--- config.mk ---
export PLATFORM = sky130hd
export DESIGN_NAME = cpu_run_monitor_flat
export DESIGN_NICKNAME = d
export VERILOG_FILES = /design/src/rtl/cpu_run_monitor_pkg.sv /design/src/rtl/cpu_run_monitor_if.sv /design/src/rtl/cpu_run_monitor_trap_detect.sv /design/src/rtl/cpu_run_monitor.sv /design/src/flat_wrapper.sv
export SDC_FILE = /design/constraint.sdc
export NUM_CORES = 1
export LEC_CHECK = 0
export ABC_AREA = 1
export CAP_MARGIN = 10
export CORE_MARGIN = 1
export CORE_UTILIZATION = 45
export CTS_BUF_LIST = sky130_fd_sc_hd__clkbuf_8 sky130_fd_sc_hd__clkbuf_16
export DETAILED_ROUTE_END_ITERATION = 10
export HOLD_SLACK_MARGIN = 0.03
export PLACE_DENSITY_LB_ADDON = 0.12
export SETUP_SLACK_MARGIN = 0.3
export SYNTH_ARGS = -nofsm -noshare
export SYNTH_HDL_FRONTEND = slang
export SYNTH_SLANG_ARGS = --single-unit
--- constraint.sdc ---
create_clock -name i_clk -period 1.7 [get_ports i_clk]
set_input_delay 0.17 -clock i_clk [delete_from_list [all_inputs] [get_ports i_clk]]
set_output_delay 0.17 -clock i_clk [all_outputs]
set_load 0.005 [all_outputs]
--- src/rtl/cpu_run_monitor_pkg.sv ---
// ---------------------------------------------------------------------------
// cpu_mon_pkg
// Shared types for the 6502 run monitor: the controller state and the cause
// that ended a run. Imported by cpu_run_monitor.
// ---------------------------------------------------------------------------
package cpu_mon_pkg;

    typedef enum logic [1:0] {
        MON_RESET,
        MON_RUN,
        MON_DONE
    } mon_state_t;

    typedef enum logic [1:0] {
        CAUSE_NONE,
        CAUSE_TRAP,
        CAUSE_TIMEOUT,
        CAUSE_MBOX
    } mon_cause_t;

endpackage

--- src/rtl/cpu_run_monitor_if.sv ---
// ---------------------------------------------------------------------------
// cpu_run_monitor_if
// CPU bus as seen by the run monitor.
//   addr  ADDR_W  CPU bus address (the PC when sync is high)
//   dout  DATA_W  CPU write data
//   we    1       CPU write strobe
//   sync  1       opcode-fetch cycle
// Modports: master (CPU side, drives the bus), slave (monitor, observes it).
// ---------------------------------------------------------------------------
interface cpu_run_monitor_if #(
    parameter int ADDR_W = 16,
    parameter int DATA_W = 8
);

    logic [ADDR_W-1:0] addr;
    logic [DATA_W-1:0] dout;
    logic              we;
    logic              sync;

    modport master (output addr, output dout, output we, output sync);
    modport slave  (input  addr, input  dout, input  we, input  sync);

endinterface

--- src/rtl/cpu_run_monitor_trap_detect.sv ---
// ---------------------------------------------------------------------------
// cpu_trap_detect
// Watches opcode fetches and flags a trap loop: TRAP_REPEAT consecutive
// fetches from the same address.
//   clk, rst    clock, synchronous active-high reset
//   en          detector active (monitor is in RUN)
//   sync, addr  opcode-fetch strobe and fetch address
//   trap        combinational pulse in the cycle the repeat count is reached
//   last_fetch  most recent fetch address, including this cycle's fetch
// ---------------------------------------------------------------------------
module cpu_trap_detect #(
    parameter int ADDR_W      = 16,
    parameter int TRAP_REPEAT = 3
) (
    input  logic              clk,
    input  logic              rst,
    input  logic              en,
    input  logic              sync,
    input  logic [ADDR_W-1:0] addr,
    output logic              trap,
    output logic [ADDR_W-1:0] last_fetch
);

    localparam int RPT_W = $clog2(TRAP_REPEAT + 1);
    localparam logic [RPT_W-1:0] RPT_MAX = RPT_W'(TRAP_REPEAT);

    logic [RPT_W-1:0]  rpt_q;
    logic [RPT_W-1:0]  rpt_d;
    logic [ADDR_W-1:0] last_q;

    // A fetch from the same address as the previous fetch extends the run of
    // repeats; any other address starts a new run of length one. The count
    // saturates so a core parked in the loop never wraps back below the limit.
    // The last address starts at zero with a zero count, so a first fetch at
    // address zero still counts as one.
    always_comb begin
        rpt_d      = rpt_q;
        trap       = 1'b0;
        last_fetch = last_q;
        if (en && sync) begin
            last_fetch = addr;
            if (addr == last_q) begin
                rpt_d = (rpt_q == RPT_MAX) ? rpt_q : rpt_q + 1'b1;
            end else begin
                rpt_d = RPT_W'(1);
            end
            trap = (rpt_d == RPT_MAX);
        end
    end

    // History only moves on fetches while enabled; everything else leaves it
    // untouched.
    always_ff @(posedge clk) begin
        if (rst) begin
            rpt_q  <= '0;
            last_q <= '0;
        end else if (en && sync) begin
            rpt_q  <= rpt_d;
            last_q <= addr;
        end
    end

endmodule

--- src/rtl/cpu_run_monitor.sv ---
// ---------------------------------------------------------------------------
// cpu_run_monitor
// Run controller for the 6502 core: holds the core in reset for RST_CYCLES
// cycles, counts run cycles, and ends the run on a trap loop, a timeout or
// (optionally) a mailbox write, reporting a pass/fail verdict.
// Optional feature macro: RUN_MONITOR_MAILBOX_EN (mailbox write ends the run).
// Ports:
//   i_clk, i_rst  clock, synchronous active-high reset
//   bus           CPU bus (slave modport of cpu_run_monitor_if)
//   o_cpu_rst     reset to core (high in RESET and DONE)
//   o_done        run finished, sticky until i_rst
//   o_pass        verdict, valid when o_done
//   o_timeout     run ended by timeout
//   o_trap_pc     PC at which the run ended
//   o_cycles      RUN cycles elapsed, frozen at done
//   o_code        mailbox code (0 when the mailbox is disabled)
// ---------------------------------------------------------------------------
module cpu_run_monitor
    import cpu_mon_pkg::*;
#(
    parameter int                ADDR_W      = 16,
    parameter int                DATA_W      = 8,
    parameter int                CNT_W       = 32,
    parameter int                RST_CYCLES  = 4,
    parameter logic [CNT_W-1:0]  TIMEOUT     = CNT_W'(100000),
    parameter int                TRAP_REPEAT = 3,
    parameter logic [ADDR_W-1:0] PASS_ADDR   = ADDR_W'(16'h3469),
    parameter logic [ADDR_W-1:0] MBOX_ADDR   = ADDR_W'(16'h0200)
) (
    input  logic              i_clk,
    input  logic              i_rst,
    cpu_run_monitor_if.slave  bus,
    output logic              o_cpu_rst,
    output logic              o_done,
    output logic              o_pass,
    output logic              o_timeout,
    output logic [ADDR_W-1:0] o_trap_pc,
    output logic [CNT_W-1:0]  o_cycles,
    output logic [DATA_W-1:0] o_code
);

    localparam int RST_W = (RST_CYCLES > 1) ? $clog2(RST_CYCLES) : 1;
    localparam logic [RST_W-1:0] RST_LAST = RST_W'(RST_CYCLES - 1);
    localparam logic [CNT_W-1:0] CNT_LAST = TIMEOUT - 1'b1;

    mon_state_t        state_q, state_d;
    mon_cause_t        cause_q, cause_d;
    logic [RST_W-1:0]  rst_cnt_q, rst_cnt_d;
    logic [CNT_W-1:0]  cycles_q, cycles_d;
    logic              pass_q, pass_d;
    logic [ADDR_W-1:0] trap_pc_q, trap_pc_d;
    logic [DATA_W-1:0] code_q, code_d;

    logic              run_en;
    logic              trap_hit;
    logic              timeout_hit;
    logic              mbox_hit;
    logic [DATA_W-1:0] mbox_code;
    logic [ADDR_W-1:0] last_fetch;

    assign run_en      = (state_q == MON_RUN);
    assign timeout_hit = (cycles_q == CNT_LAST);

`ifdef RUN_MONITOR_MAILBOX_EN
    assign mbox_hit  = bus.we && (bus.addr == MBOX_ADDR);
    assign mbox_code = bus.dout;
`else
    logic unused_mbox;
    assign unused_mbox = ^{bus.dout, bus.we, MBOX_ADDR};
    assign mbox_hit    = 1'b0;
    assign mbox_code   = '0;
`endif

    cpu_trap_detect #(
        .ADDR_W     (ADDR_W),
        .TRAP_REPEAT(TRAP_REPEAT)
    ) u_trap (
        .clk       (i_clk),
        .rst       (i_rst),
        .en        (run_en),
        .sync      (bus.sync),
        .addr      (bus.addr),
        .trap      (trap_hit),
        .last_fetch(last_fetch)
    );

    // Next-state and verdict logic. RESET counts out the core reset window,
    // RUN counts cycles and latches exactly one end cause (mailbox beats trap
    // beats timeout), DONE freezes everything until the next i_rst.
    always_comb begin
        state_d   = state_q;
        cause_d   = cause_q;
        rst_cnt_d = rst_cnt_q;
        cycles_d  = cycles_q;
        pass_d    = pass_q;
        trap_pc_d = trap_pc_q;
        code_d    = code_q;
        case (state_q)
            MON_RESET: begin
                rst_cnt_d = rst_cnt_q + 1'b1;
                if (rst_cnt_q == RST_LAST) begin
                    state_d = MON_RUN;
                end
            end
            MON_RUN: begin
                cycles_d = (&cycles_q) ? cycles_q : cycles_q + 1'b1;
                if (mbox_hit) begin
                    state_d   = MON_DONE;
                    cause_d   = CAUSE_MBOX;
                    code_d    = mbox_code;
                    pass_d    = (mbox_code == '0);
                    trap_pc_d = last_fetch;
                end else if (trap_hit) begin
                    state_d   = MON_DONE;
                    cause_d   = CAUSE_TRAP;
                    pass_d    = (bus.addr == PASS_ADDR);
                    trap_pc_d = bus.addr;
                end else if (timeout_hit) begin
                    state_d   = MON_DONE;
                    cause_d   = CAUSE_TIMEOUT;
                    pass_d    = 1'b0;
                    trap_pc_d = last_fetch;
                end
            end
            MON_DONE: begin
                state_d = MON_DONE;
            end
            default: begin
                state_d = MON_RESET;
            end
        endcase
    end

    // State and verdict registers; i_rst discards any verdict from the
    // previous run and restarts the reset window from zero.
    always_ff @(posedge i_clk) begin
        if (i_rst) begin
            state_q   <= MON_RESET;
            cause_q   <= CAUSE_NONE;
            rst_cnt_q <= '0;
            cycles_q  <= '0;
            pass_q    <= 1'b0;
            trap_pc_q <= '0;
            code_q    <= '0;
        end else begin
            state_q   <= state_d;
            cause_q   <= cause_d;
            rst_cnt_q <= rst_cnt_d;
            cycles_q  <= cycles_d;
            pass_q    <= pass_d;
            trap_pc_q <= trap_pc_d;
            code_q    <= code_d;
        end
    end

    // The core is held in reset everywhere except RUN, so it sits quiescent
    // once a verdict has been reached.
    assign o_cpu_rst = (state_q != MON_RUN);
    assign o_done    = (state_q == MON_DONE);
    assign o_pass    = pass_q;
    assign o_timeout = (cause_q == CAUSE_TIMEOUT);
    assign o_trap_pc = trap_pc_q;
    assign o_cycles  = cycles_q;
    assign o_code    = code_q;

endmodule

--- src/flat_wrapper.sv ---
// flat-port wrapper written by rule: the top's interface ports become plain ports
module cpu_run_monitor_flat import cpu_mon_pkg::*;
#(
    parameter int                ADDR_W      = 16,
    parameter int                DATA_W      = 8,
    parameter int                CNT_W       = 32,
    parameter int                RST_CYCLES  = 4,
    parameter logic [CNT_W-1:0]  TIMEOUT     = CNT_W'(100000),
    parameter int                TRAP_REPEAT = 3,
    parameter logic [ADDR_W-1:0] PASS_ADDR   = ADDR_W'(16'h3469),
    parameter logic [ADDR_W-1:0] MBOX_ADDR   = ADDR_W'(16'h0200)
)
  (i_clk, i_rst, o_cpu_rst, o_done, o_pass, o_timeout, o_trap_pc, o_cycles, o_code, bus_addr, bus_dout, bus_we, bus_sync);
  cpu_run_monitor_if #(.ADDR_W(ADDR_W), .DATA_W(DATA_W)) bus_i ();
  input  logic i_clk;
  input  logic i_rst;
  output logic o_cpu_rst;
  output logic o_done;
  output logic o_pass;
  output logic o_timeout;
  output logic [ADDR_W-1:0] o_trap_pc;
  output logic [CNT_W-1:0] o_cycles;
  output logic [DATA_W-1:0] o_code;
  input wire logic [$bits(bus_i.addr)-1:0] bus_addr;
  input wire logic [$bits(bus_i.dout)-1:0] bus_dout;
  input wire logic [$bits(bus_i.we)-1:0] bus_we;
  input wire logic [$bits(bus_i.sync)-1:0] bus_sync;
  assign bus_i.addr = bus_addr;
  assign bus_i.dout = bus_dout;
  assign bus_i.we = bus_we;
  assign bus_i.sync = bus_sync;
  cpu_run_monitor #(.ADDR_W(ADDR_W), .DATA_W(DATA_W), .CNT_W(CNT_W), .RST_CYCLES(RST_CYCLES), .TIMEOUT(TIMEOUT), .TRAP_REPEAT(TRAP_REPEAT), .PASS_ADDR(PASS_ADDR), .MBOX_ADDR(MBOX_ADDR)) u_core (.i_clk(i_clk), .i_rst(i_rst), .bus(bus_i), .o_cpu_rst(o_cpu_rst), .o_done(o_done), .o_pass(o_pass), .o_timeout(o_timeout), .o_trap_pc(o_trap_pc), .o_cycles(o_cycles), .o_code(o_code));
endmodule
==> impl_metrics.ini <==
[status]
status = complete, but fails checks
violations = negative setup slack

[detailed_routing]
ant_nets = 0
viasPerCell = 5.15
vias = 4305
drt_iter0_drc = 303
wirelength_um = 11900
drc = 0
firstDrtPassIters = 8
wl_per_cell_um = 14.3

[clocking]
cts_tree = yes
cts_hold_buf = 0
clockBufferDepth = 2
root_buffer = clkbuf_8
clkTransAtPathRegs_ns = 0.09
insertion_delay_ns = 0.36
h-tree-depth = 3
cts.sinks = 73
cts_buffers = 9

[final_layout]
fin_util = 0.743
layout_commonest_cell = nand2_1
area_growth_syn_to_layout_pct = 59.2
multi_input_area_mm2 = 0.00246
drive_above_1_share = 0.360
register_area_mm2 = 0.00154
nets = 759
filler_cell_count = 620
final_cells = 836
diodes = 0
layout_common_cells = nand2_1, nor2_1, buf_4

[die]
design.core.area_mm2 = 0.00826
pin_count = 88
rows = 33
die-width_um = 94.5
die_area_mm2 = 0.00894
initial_utilization = 0.467
dieHeight_um = 94.5

[critical_path]
path_max_fanout = 9
cp_common_cell = nand2_8
path_buf_inv = 3
crit_cells = 11
end_kind = register
reg2reg_depth = 11
crit_slowest_cell = dfxtp_2
crit_chain = inv_2, ha_4, buf_6, nand2_8, a21oi_4, nand4_4, nand2_8, buf_12, nand3_1, nand2_1, nor2_1
cpPeakStageDelay_ns = 0.33
cp_top_family = simple AND/OR/NAND/NOR gates
path_class = reg2reg
cp.arrival_ns = 1.97
cp-start-kind = register
crit_required_ns = 1.96

[synth]
synth_top_cell_by_area = dfxtp_1
syn_area_per_cell_um2 = 6.64
synth_area_mm2 = 0.00385
synth-seq-area-share = 0.379
synth_top_cell_area_share = 0.379
synthTopCellsByArea = dfxtp_1, nand2_1, nor2_1, inv_1, nand3_1
ys_types = 36
synthCells = 580
yosysWarnings = 0
ys_ff_latch = 73

[sta]
timing.final.crit_share = 1.01
rsz0062_at_grt = true
fin_crit_ns = 1.71
slew_viol_final = 0
max_freq_ghz = 0.584
setup_violations = 3
setup_slack_ns = -0.0125
finalClockSkew_ns = 0.0104
hold_violations = 0

[place]
gp_congestion = 0.847
post-dp-hpwl_um = 7400
port_buffers = 70
dp.cells = 788

[flow_run]
maxCapViolCount = 0

[pwr]
peakVddDrop_mv = 0.737
p_per_area_mw_per_mm2 = 817
p_leak_nw = 3.05

[grt]
gr-total-overflow = 0
grt_first_pass_wirelength_um = 17400
grt_usage = 0.249
grt_max_degree = 43
antenna_found_initial = 0
grt_pass1_vias = 3888

[hold_path]
hold_depth = 3
min_path_type = in2reg
-- synthesized netlist by cell type --
library cell	n
buf_4	9
nor3_2	1
buf_1	2
xnor2_1	1
clkbuf_1	9
ha_1	5
clkinv_2	2
a31oi_1	1
buf_2	2
o21ai_0	28
a21oi_1	30
nand2_4	3
nor2_1	99
nand2_2	7
nand2_1	136
and3_1	1
nand4_1	12
a21oi_2	4
inv_2	2
nor2_4	4
xor2_1	9
mux2i_1	4
nand4_2	2
o21ai_1	3
or2_2	1
nor3_1	14
and2_1	1
inv_1	70
nor2_2	4
o21a_1	1
conb_1	1
buf_6	2
nand3_1	35
dfxtp_1	73
nor4_1	1
nor3b_2	1
-- per-layer routing --
layer / vias up / global-route usage / part of all wire
met5: - / 0 / 0
met4: 0 / 0.0922 / 0.015
met3: 17 / 0.0354 / 0.058
met2: 162 / 0.425 / 0.49
met1: 2011 / 0.319 / 0.44
li1: 2115 / - / -
-- timing repair --
item / 4_1_cts / 5_1_grt
endpoints found under the setup margin: 92 / 95
resized for setup: 102 / 125
pin swaps: 13 / 27
cloned: 1 / 3
buffers inserted: 13 / 15
-- logic make-up (layout without fill, tap and decap cells) --
family,count (synthesis),after routing,share of synthesized area
AOI/OAI and AO/OA,67,67,0.0919
xor gates and xnor gates,10,10,0.0227
adders and majority gates,5,5,0.0162
buffers and inverters,98,242,0.109
DFF,73,73,0.379
muxes,4,4,0.0104
other,1,8,0.000973
and+or+nand+nor,322,322,0.369
-- metrics by stage --
step / TNS, ns / setup slack, ns / power (mW) / hold WS, ns / instance area [um2]
after CTS: 0 / 0.0342 / 4.70 / 0.481 / 5600
after floorplan: 0 / 0.148 / 2.69 / 0.326 / 3980
after global placement: -5.21 / -0.269 / 3.04 / 0.453 / 5080
final: -0.0246 / -0.0125 / 5.01 / 0.165 / 6130
after global routing: -2.67 / -0.136 / 5.25 / 0.195 / 6130
after detailed placement: -6.15 / -0.323 / 3.08 / 0.464 / 5080
-- final timing paths --
kind	from	slack, ns	endpoint
worst min register to register	u_core.o_cycles[12]$_SDFFE_PP0P_	0.46	u_core.o_cycles[12]$_SDFFE_PP0P_
worst min-delay path	bus_addr[1]	0.16	u_core.u_trap.last_q[1]$_SDFF_PP0_
worst max-delay path	u_core.state_q[1]$_SDFFE_PP0P_	-0.01	u_core.o_trap_pc[8]$_SDFFE_PP0P_
worst max register to register	u_core.state_q[1]$_SDFFE_PP0P_	-0.01	u_core.o_trap_pc[8]$_SDFFE_PP0P_
-- state kept, by name, summed over array words and instances, names as in the netlist --
register,count
u_core.state_q,2
u_core.rst_cnt_q,2
u_core.o_pass,1
u_core.o_trap_pc,16
u_core.cause_q,2
u_core.u_trap.last_q,16
u_core.u_trap.rpt_q,2
u_core.o_cycles,32
-- tightest hold or removal path, stage by stage --
cell,delay (ns)
dlymetal6s2s_1,0.14
o21ai_1,0.11
nor2_1,0.08
-- layout make-up --
| type | instances | share of cell area |
|---|---|---|
| multi-input cells | 416 | 0.401 |
| flip-flops and latches | 73 | 0.251 |
| repair buffers | 150 | 0.240 |
| inverters | 74 | 0.0494 |
| well taps | 105 | 0.0214 |
| clock buffers | 9 | 0.0202 |
| clock inverters | 7 | 0.0126 |
| repair inverters | 2 | 0.00449 |
-- report_power, final --
part	switching (mW)	internal, mW	leakage [nW]	total [mW]
sequential	0.0834	1.83	0.615	1.91
combinational	0.903	0.765	2.34	1.67
clock	0.739	0.691	0.100	1.43
total	1.73	3.28	3.05	5.01
No activity file was read; power rests on OpenSTA's default activity.
